==> config.mk <==
export PLATFORM = sky130hd
export DESIGN_NAME = pipe_stage_reg
export DESIGN_NICKNAME = d
export VERILOG_FILES = /design/src/rtl/pipe_stage_reg.sv
export SDC_FILE = /design/constraint.sdc
export NUM_CORES = 1
export LEC_CHECK = 0
export ABC_AREA = 1
export ABC_CLOCK_PERIOD_IN_PS = 11100
export BUFFER_PORTS_ARGS = -buffer_cell sky130_fd_sc_hd__clkbuf_2
export CORE_UTILIZATION = 55
export DETAILED_ROUTE_END_ITERATION = 12
export PLACE_DENSITY = 0.8
export RECOVER_POWER = 50
export SLEW_MARGIN = 20
export SYNTH_ARGS = -nofsm -noshare
export SYNTH_HDL_FRONTEND = slang
export SYNTH_SLANG_ARGS = --single-unit
export TNS_END_PERCENT = 30
==> constraint.sdc <==
create_clock -name clk -period 11.1 [get_ports clk]
set_input_delay 1.11 -clock clk [delete_from_list [all_inputs] [get_ports clk]]
set_output_delay 1.11 -clock clk [all_outputs]
set_load 0.03 [all_outputs]
==> src/rtl/pipe_stage_reg.sv <==
// -----------------------------------------------------------------------------
// pipe_stage_reg
//
// Elastic valid/ready pipeline-stage register for the five-stage CPU. Carries
// NCH bundled lanes of DATA_W bits each. A main entry drives the outputs and a
// skid entry absorbs one extra word, so in_ready can come straight from a flop
// and never depends combinationally on out_ready. When the stage holds nothing,
// the instruction lane shows a NOP so downstream decode sees a harmless
// instruction.
//
// Optional feature macro: PIPE_STAGE_PERF_EN
//   When defined, the stall_cycles and bubble_cycles counters and their ports
//   are built. Handshake behaviour is the same in both builds.
//
// Parameters:
//   DATA_W  width of one lane
//   NCH     number of lanes
//   IR_CH   index of the lane carrying the instruction word
//   NOP_IR  instruction driven on the IR lane when empty (low DATA_W bits used)
//
// Ports:
//   clk            clock, rising edge
//   rst            asynchronous active-high reset
//   flush          synchronous kill of all held entries
//   in_valid       upstream has data
//   in_ready       stage can accept (registered)
//   in_data        lane k at bits [k*DATA_W +: DATA_W]
//   out_valid      main entry valid
//   out_ready      downstream accepts
//   out_data       main entry; IR lane forced to NOP_IR when out_valid=0
//   stall_cycles   cycles with out_valid & !out_ready (PIPE_STAGE_PERF_EN only)
//   bubble_cycles  cycles with !out_valid (PIPE_STAGE_PERF_EN only)
// -----------------------------------------------------------------------------
module pipe_stage_reg #(
    parameter int unsigned DATA_W = 32,
    parameter int unsigned NCH    = 5,
    parameter int unsigned IR_CH  = 0,
    parameter logic [31:0] NOP_IR = 32'h00000013
) (
    input  logic                  clk,
    input  logic                  rst,
    input  logic                  flush,
    input  logic                  in_valid,
    output logic                  in_ready,
    input  logic [NCH*DATA_W-1:0] in_data,
    output logic                  out_valid,
    input  logic                  out_ready,
    output logic [NCH*DATA_W-1:0] out_data
`ifdef PIPE_STAGE_PERF_EN
    ,
    output logic [31:0]           stall_cycles,
    output logic [31:0]           bubble_cycles
`endif
);

    localparam int unsigned  W        = NCH * DATA_W;
    localparam int unsigned  IR_LSB   = IR_CH * DATA_W;
    localparam logic [DATA_W-1:0] NOP_LANE = DATA_W'(NOP_IR);

    typedef enum logic [1:0] {
        ST_EMPTY = 2'd0,
        ST_ONE   = 2'd1,
        ST_FULL  = 2'd2
    } state_e;

    // Saturating increment used by the performance counters.
    function automatic logic [31:0] sat_inc(input logic [31:0] v);
        if (v == 32'hFFFF_FFFF) begin
            return v;
        end else begin
            return v + 32'd1;
        end
    endfunction

    state_e         state_q, state_d;
    logic [W-1:0]   main_q,  main_d;
    logic [W-1:0]   skid_q,  skid_d;
    logic           in_ready_q, in_ready_d;
    logic           out_valid_q, out_valid_d;

    logic           accept_s;
    logic           drain_s;

    // Handshake qualifiers; both use registered flags only.
    assign accept_s = in_valid & in_ready_q;
    assign drain_s  = out_valid_q & out_ready;

    // Next-state and data-movement logic for the main/skid pair.
    always_comb begin
        state_d = state_q;
        main_d  = main_q;
        skid_d  = skid_q;

        case (state_q)
            ST_EMPTY: begin
                if (accept_s) begin
                    main_d  = in_data;
                    state_d = ST_ONE;
                end else begin
                    state_d = ST_EMPTY;
                end
            end
            ST_ONE: begin
                if (accept_s && drain_s) begin
                    main_d  = in_data;
                    state_d = ST_ONE;
                end else if (accept_s) begin
                    skid_d  = in_data;
                    state_d = ST_FULL;
                end else if (drain_s) begin
                    state_d = ST_EMPTY;
                end else begin
                    state_d = ST_ONE;
                end
            end
            ST_FULL: begin
                // in_ready is low here, so only a drain can move state.
                if (drain_s) begin
                    main_d  = skid_q;
                    state_d = ST_ONE;
                end else begin
                    state_d = ST_FULL;
                end
            end
            default: begin
                state_d = ST_EMPTY;
            end
        endcase

        // Flush wins: any same-cycle accept is dropped, stored words keep
        // their old values so the non-IR lanes still show the last main word.
        if (flush) begin
            state_d = ST_EMPTY;
            main_d  = main_q;
            skid_d  = skid_q;
        end else begin
            state_d = state_d;
        end

        // Flags are precomputed from the next state so they leave a flop.
        in_ready_d  = (state_d != ST_FULL);
        out_valid_d = (state_d != ST_EMPTY);
    end

    // State, storage and handshake flag registers.
    always_ff @(posedge clk or posedge rst) begin
        if (rst) begin
            state_q     <= ST_EMPTY;
            main_q      <= {W{1'b0}};
            skid_q      <= {W{1'b0}};
            in_ready_q  <= 1'b1;
            out_valid_q <= 1'b0;
        end else begin
            state_q     <= state_d;
            main_q      <= main_d;
            skid_q      <= skid_d;
            in_ready_q  <= in_ready_d;
            out_valid_q <= out_valid_d;
        end
    end

    // Output lanes come from the main register; IR lane shows NOP when empty.
    always_comb begin
        out_data = main_q;
        if (!out_valid_q) begin
            out_data[IR_LSB +: DATA_W] = NOP_LANE;
        end else begin
            out_data[IR_LSB +: DATA_W] = main_q[IR_LSB +: DATA_W];
        end
    end

    assign in_ready  = in_ready_q;
    assign out_valid = out_valid_q;

`ifdef PIPE_STAGE_PERF_EN
    logic [31:0] stall_cycles_q;
    logic [31:0] bubble_cycles_q;

    // Saturating stall and bubble counters; cleared only by rst.
    always_ff @(posedge clk or posedge rst) begin
        if (rst) begin
            stall_cycles_q  <= 32'd0;
            bubble_cycles_q <= 32'd0;
        end else begin
            if (out_valid_q && !out_ready) begin
                stall_cycles_q <= sat_inc(stall_cycles_q);
            end else begin
                stall_cycles_q <= stall_cycles_q;
            end
            if (!out_valid_q) begin
                bubble_cycles_q <= sat_inc(bubble_cycles_q);
            end else begin
                bubble_cycles_q <= bubble_cycles_q;
            end
        end
    end

    assign stall_cycles  = stall_cycles_q;
    assign bubble_cycles = bubble_cycles_q;
`endif

endmodule

# After elaboration in Yosys (flattened, before gate mapping)
# Cells that the tools add are included.
dict set report classes {
  n_eq_ne 6
  mux 12
  n_bitwise 4
  reduce_logical 6
}
# op count
set ops {}
lappend ops {{$mux 160} 3}
lappend ops {{$pmux 160 s3} 1}
lappend ops {{$mux 32} 1}
lappend ops {{$mux 2} 4}
lappend ops {{$ne 2x2->1 const B} 4}
lappend ops {{$pmux 2 s3} 1}
lappend ops {{$reduce_and 5->1} 1}
lappend ops {{$reduce_and 4->1} 1}
lappend ops {{$reduce_bool 3->1} 1}
lappend ops {{$and 1x1->1} 2}
lappend ops {{$eq 2x1->1 const B} 1}
lappend ops {{$eq 2x2->1 const B} 1}
lappend ops {{$logic_not 2->1} 1}
lappend ops {{$mux 1} 2}
lappend ops {{$not 1->1} 2}
lappend ops {{$reduce_bool 2->1} 1}
lappend ops {{$logic_and 1x1->1} 1}
dict set report totals {
  ff_bits 324
  input_bits 165
  output_inout_bits 162
  word_cells 33
}

# Longest topological paths before layout
# Gate-level depths: netlist (run 1).
dict set report depth {
  depth_word 7
  ltp_mapped 9
}

# Least setup slack after synthesis (run 1)
# OpenSTA, ideal clock, no wires.
dict set report synth_timing {
  path_type {register to output}
  startpoint {register out_valid_q, in the netlist out_valid}
  endpoint {output out_data[10]}
  arrival_ns 1.245
  required_ns 9.990
  setup_slack_ns 8.745
  path_stages_with_launch 5
  n_path_buf 2
  cell_sequence {dfrtp_1 -> buf_2 -> clkbuf_1 -> nand2_1 -> inv_1}
}
dict set report synth_between {
  elab_chain_cells 1
}
# item line_no
set synth_rtl {}
lappend synth_rtl {{start: declaration} 79} ;# logic out_valid_q, out_valid_d;
lappend synth_rtl {{start signal: assignment} 158} ;# out_valid_q <= out_valid_d;
lappend synth_rtl {{$mux 32} 165} ;# if (!out_valid_q) begin
lappend synth_rtl {{end: declaration} 48} ;# output logic [NCH*DATA_W-1:0] out_data
# No other way between the ends.

==> run summary, run 1 <==
Mapped Nets: 2,120
Drt total wl: 36,400 µm
Worst vdd ir: 131 µV
Synth Warn #: 0
Post-Synth XOR/XNOR Area: 0
Hold Path Class: reg -> reg
Post-synthesis adder-cell area fraction: 0
Vias in the first global route: 12,000
Worst-Skew Late Latency: 0.51 ns
Top post-synthesis cells by area: dfrtp_1 (52%), nand2_1 (17%), buf_4 (6.2%)
Max incr delay on CP: 2.84 ns
Die W: 170 µm
Slowest-stage cell, CP: clkinvlp_2
Final setup vio count: 0
Rows: 61
Wire length of the first global-routing pass: 59,200 µm
Post-route DRC: 0
Reg clk slew, reported paths: 0.06 ns
Max-cap violation count: 3
Cts repair resizes: 0
TritonCTS clock tree: done
Top_reg_cell synth: dfrtp_1
Pins Over Slew Limit: 233
Total CTS buffers: 36
GRT overflow: 0
Status: finished with violations
DR vias: 12,700
Register area share after synthesis: 0.520
Simple-Gate Fraction of Synth Area: 0.220
Crit path DAT: 6.13 ns
Final Hold Viols: 0
Hold_buf cts: 0
Inst Count DP: 2,421
Longest Clk Path Bufs: 3
# nets final: 2,246
Core Region: 0.0279 mm²
Antenna violations before repair: 3
Drt pass-1 iters: 6
Final worst slack: 5.45 ns
Pleak: 9.26 nW
Number of synthesized flops with an enable pin: 0
Syn Area/Cell: 7.98 µm²
CP Launch Type: input pin
CP Cell Sequence: clkbuf_2, clkinvlp_2, buf_4, buf_4
Max-slew headroom: -2.43
Root Driver: clkbuf_16
Ys async rst share: 1.00
Post-route setup TNS: 0 ns
Final period utilization: 0.509
DRT iter0 DRCs: 1,141
Htree depth: 2
Top-area cell type share of the netlist area: 0.518
PwrDens: 253 mW/mm²
Setup WS pre-CTS: 7.26 ns
Antenna Nets Post-Route: 0
Crit-path max FO: 118
Final non-filler cell total: 2,486
Skew final: 0.0201 ns
Compound-Gate Fraction of Synth Area: 0.104
Postcts setup bufs: 0
Top cells by count, synth: nand2_1 (687), dfrtp_1 (323), inv_1 (196)
R2R Setup Slk: 5.70 ns
Synthesis-to-layout area growth: 10.3%
Largest net degree at the start of global routing: 129
WL per Instance: 14.7 µm
DP HPWL: 22,800 µm
Cell count after synthesis: 1,955
Post-synthesis register bit count: 324
Worst setup EP type: asynchronous set/reset pin
CP Class: in -> async
Multiplexer area fraction after synthesis: 0
Cell taking the most area after synthesis: dfrtp_1
Starting Density: 0.560
Gpl congestion: 0.801
Most common cell in the synthesized netlist: nand2_1
CP dominant cell by count: buf_4
WP data required: 11.58 ns
Largest family of logic cells by synthesized area: simple AND/OR/NAND/NOR gates
Maximum clock frequency: 0.177 GHz
RSZ-0062 raised after global routing: no
Worst Tran Pin Value: 5.12 ns
IO buf count: 326
Synthesized cell area: 0.0156 mm²
Failing checks: max-capacitance violations, max-slew violations
Cell variety after synth: 21
Die Footprint: 0.0290 mm²
DR vias/cell: 5.12
Total GRT Usage: 0.252
Boundary Pins: 327
Layout cells sized above 1: 0.132
Fill count: 2,493
Final Critical Period: 5.65 ns
Sink Count: 324
Die Ht: 170 µm
==> power by group <==
group	leakage [nW]	switching, mW	internal [mW]
combinational	4.61	0.880	0.338
clock	0.600	0.472	0.745
sequential	4.06	0.269	1.65
total	9.26	1.62	2.73
==> path summary, 6_finish.rpt <==
check | start | endpoint | cells past startpoint
min reg2reg | main_q[19] | main_q[19] | 2
min in group asynchronous | rst | skid_q[78] | 2
max in group clk | out_valid | skid_q[56] | 7
min | main_q[19] | main_q[19] | 2
max reg2reg | out_valid | skid_q[56] | 7
max | rst | main_q[143] | 4
==> per-layer routing <==
layer | up-vias | track usage | routed length [µm]
met2 | 475 | 0.416 | 17200
met3 | 76 | 0.0509 | 2790
li1 | 6216 | - | -
met1 | 5960 | 0.329 | 15400
met5 | - | 0 | 13
met4 | 2 | 0.0936 | 1100
==> final cells by class <==
class	count	area [µm²]	area share
Antenna cell	2	5.00	0.000291
Clock buffer	50	1030	0.0601
Clock inverter	13	176	0.0103
Inverter	200	752	0.0437
Multi-Input combinational cell	1178	5070	0.295
Sequential cell	324	8110	0.471
Tap cell	378	473	0.0275
Timing Repair Buffer	341	1590	0.0922
==> layout by cell type, fill, tap and decap left out, types with 4 or more instances in the layout <==
cell / synthesis / layout
clkbuf_2: 0 / 197
dfrtp_1: 323 / 323
o21ai_0: 161 / 197
nand2_1: 687 / 688
inv_2: 4 / 4
inv_1: 196 / 195
clkbuf_8: 0 / 6
o21ai_1: 160 / 124
clkbuf_1: 32 / 137
bufinv_16: 0 / 4
clkbuf_16: 0 / 37
nand3_1: 161 / 161
buf_4: 128 / 12
clkinv_2: 0 / 6
==> kinds of logic (layout without fill, tap and decap cells) <==
kind of cell,count (synthesis),in the layout
simple gates,855,855
buf+inv,453,604
flops,324,324
other cells,0,2
compound gates,323,323
==> critical path, delay by kind of cell <==
| family | cells | cell delay [ns] |
|---|---|---|
| buf+inv | 4 | 4.91 |
==> per-stage QoR <==
stage / total power [mW] / area, µm² / utilization / hold slack [ns]
6_report: 4.35 / 17200 / 0.618 / 0.469
5_1_grt: 4.62 / 17200 / 0.618 / 0.485
4_1_cts: 4.43 / 17400 / 0.624 / 0.474
3_5_place_dp: 3.19 / 16200 / 0.580 / 0.458
3_3_place_gp: 3.14 / 16200 / 0.580 / 0.454
2_1_floorplan: 3.04 / 15600 / - / 0.442
==> registers in the layout, summed over array words and instances (netlist names) <==
register   cells
out_valid      1
state_q        2
in_ready       1
main_q       160
skid_q       160
(Power assumes the default switching activity.)
==> inputs of run 2 (changes only) <==
--- a/config.mk
+++ b/config.mk
@@ -6,7 +6,7 @@
 export NUM_CORES = 1
 export LEC_CHECK = 0
 export ABC_AREA = 1
-export ABC_CLOCK_PERIOD_IN_PS = 11100
+export ABC_CLOCK_PERIOD_IN_PS = 5600
 export BUFFER_PORTS_ARGS = -buffer_cell sky130_fd_sc_hd__clkbuf_2
 export CORE_UTILIZATION = 55
 export DETAILED_ROUTE_END_ITERATION = 12
==> constraint.sdc (replaced) <==
create_clock -name clk -period 5.6 [get_ports clk]
set_input_delay 0.56 -clock clk [delete_from_list [all_inputs] [get_ports clk]]
set_output_delay 0.56 -clock clk [all_outputs]
set_load 0.03 [all_outputs]
==> run summary, run 2 (synthesis results as in run 1) <==
Worst setup EP type: flip-flop (was asynchronous set/reset pin)
RSZ-0062 raised after global routing: no (unchanged)
Synthesis-to-layout area growth: 10.5% (was 10.3%)
Comb power frac: 0.292 (was 0.280)
Pleak: 9.39 nW (was 9.26 nW)
Maximum clock frequency: 0.338 GHz
Total GRT Usage: 0.251 (was 0.252)
Switching share of total power: 0.375 (was 0.373)
DR vias: 12,800 (was 12,700)
Slowest-stage cell, CP: buf_4 (was clkinvlp_2)
Wire length of the first global-routing pass: 58,500 µm (was 59,200 µm)
Worst-Skew Late Latency: 0.50 ns (was 0.51 ns)
GRT overflow: 0 (unchanged)
Max-slew headroom: 0.253 (was -2.43)
DRT iter0 DRCs: 1,111 (was 1,141)
Top delay family on crit path: buffers and inverters (unchanged)
Final setup vio count: 0 (unchanged)
Total chip power: 8.51 mW (was 4.35 mW)
Drt total wl: 36,500 µm (was 36,400 µm)
CP Launch Type: flip-flop (was input pin)
Max-cap violation count: 0 (was 3)
IO buf count: 326 (unchanged)
Antenna Nets Post-Route: 0 (unchanged)
Most frequent cells in the layout: nand2_1 (687), dfrtp_1 (323), clkbuf_2 (248) (was nand2_1 (688), dfrtp_1 (323), o21ai_0 (197), clkbuf_2 (197), inv_1 (195))
Vias in the first global route: 12,000 (about the same)
Most common cell after layout, fill and taps aside: nand2_1 (unchanged)
Sink Count: 324 (unchanged)
Final std cell area, no fill: 0.0172 mm² (about the same)
Core Region: 0.0279 mm² (unchanged)
Layout cells sized above 1: 0.155 (was 0.132)
Buf/Inv on CP: 2 (was 4)
Post-route setup TNS: 0 ns (unchanged)
TritonCTS clock tree: done (unchanged)
Rows: 61 (unchanged)
Antenna violations before repair: 2 (was 3)
WP data required: 6.04 ns (was 11.58 ns)
Die W: 170 µm (unchanged)
Worst reg2reg path endpoint: main_q[76] (was skid_q[56])
DP HPWL: 22,600 µm (was 22,800 µm)
Skew final: 0.00969 ns (was 0.0201 ns)
Postcts setup bufs: 0 (unchanged)
Worst hold margin: 0.255 ns (was 0.469 ns)
Largest net degree at the start of global routing: 321 (was 129)
Post-route DRC: 0 (unchanged)
Htree depth: 2 (unchanged)
CP Cell Sequence: nand2_1, o21ai_4, buf_4, buf_4, nand3_1, nand2_1 (was clkbuf_2, clkinvlp_2, buf_4, buf_4)
Boundary Pins: 327 (unchanged)
Clock power share: 0.264 (was 0.280)
Max incr delay on CP: 0.89 ns (was 2.84 ns)
Longest Clk Path Bufs: 3 (unchanged)
Total CTS buffers: 36 (unchanged)
P_sw: 3.20 mW (was 1.62 mW)
Internal: 5.32 mW (was 2.73 mW)
R2R depth: 6 (was 7)
Pins Over Slew Limit: 0 (was 233)
Crit path DAT: 3.40 ns (was 6.13 ns)
Status: finished, final reports clean (was finished with violations)
Cts repair resizes: 0 (unchanged)
Final core occ: 0.619 (was 0.618)
WL per Instance: 14.7 µm (about the same)
Final Critical Period: 2.96 ns
Largest registers: main_q: 160 flops, skid_q: 160 flops, state_q: 2 flops (unchanged)
CP Class: reg -> reg (was in -> async)
Die Footprint: 0.0290 mm² (unchanged)
Starting Density: 0.560 (unchanged)
# nets final: 2,244 (was 2,246)
PwrDens: 494 mW/mm² (was 253 mW/mm²)
Die Ht: 170 µm (unchanged)
Hold Path Class: in -> async (was reg -> reg)
Worst vdd ir: 294 µV (was 131 µV)
Crit-path max FO: 82 (was 118)
Area after DPL: 0.0162 mm² (about the same)
Final period utilization: 0.529
Reg clk slew, reported paths: 0.06 ns (about the same)
Worst r2r src: in_ready (was out_valid)
Final Hold Viols: 0 (unchanged)
Sequential share of power: 0.444 (was 0.440)
Gpl congestion: 0.810 (was 0.801)
R2R Setup Slk: 2.64 ns (was 5.70 ns)
Hold_buf cts: 0 (unchanged)
Drt pass-1 iters: 5 (was 6)
Worst Tran Pin Value: 1.11 ns (was 5.12 ns)
Root Driver: clkbuf_16 (unchanged)
DR vias/cell: 5.14 (was 5.12)
run 2: cell types whose count changed in the layout (fill, tap and decap cells not counted), moves of 2 or more:
cell / previous run / this run
buf_4: 12 / 6
clkbuf_1: 137 / 84
bufinv_16: 4 / 1
buf_12: 0 / 4
o21ai_0: 197 / 161
clkbuf_2: 197 / 248
clkinv_4: 2 / 0
o21ai_1: 124 / 160
run 2: metrics by stage:
stage | setup WS, ns | instances
finish | 2.64 | 2479
global route | 2.43 | 2479
CTS | 2.62 | 2476
detailed placement | 2.51 | 2418
global placement | 2.56 | 2417
floorplan | 0.718 | 1955
run 2: final cells by class:
type / count / area (µm²)
Sequential cell: 324 / 8110
Multi-Input combinational cell: 1178 / 5080
Clock buffer: 50 / 1040
Timing Repair Buffer: 339 / 1710
Clock inverter: 8 / 67.6
Inverter: 200 / 752
Antenna cell: 2 / 5.00
Fill cell: 2473 / 10600
Tap cell: 378 / 473
run 2: worst register-to-register path, delay by kind of cell (launching register included):
family | cells | cell delay [ns]
DFF | 1 | 0.52
AOI/OAI and AO/OA | 1 | 0.23
buffers and inverters | 2 | 1.64
and+or+nand+nor | 3 | 0.51
run 2: worst max-delay path by stage:
stage / start / end / slack [ns] / cells past startpoint
6_report: in_ready / main_q[76] / 2.64 / 6
2_1_floorplan: rst / main_q[0] / 0.72 / 1
5_1_grt: in_ready / main_q[76] / 2.43 / 6
3_5_place_dp: in_valid / main_q[139] / 2.51 / 7
3_3_place_gp: in_valid / main_q[110] / 2.56 / 7
4_1_cts: in_ready / main_q[76] / 2.62 / 6
run 2: power groups by stage:
| stage | logic [mW] | clock network, mW | registers [mW] |
|---|---|---|---|
| 2_1_floorplan | 2.36 | 0 | 3.66 |
| 3_3_place_gp | 2.47 | 0 | 3.75 |
| 3_5_place_dp | 2.55 | 0 | 3.80 |
| 4_1_cts | 2.56 | 2.29 | 3.77 |
| 5_1_grt | 2.77 | 2.38 | 3.88 |
| 6_report | 2.49 | 2.24 | 3.78 |
run 2: metal layers:
metal	up-vias	global-route usage	share of wire
met5	-	0	0
met4	0	0.0971	0.033
met3	89	0.0621	0.078
met2	449	0.409	0.46
met1	5994	0.323	0.43
li1	6222	-	-
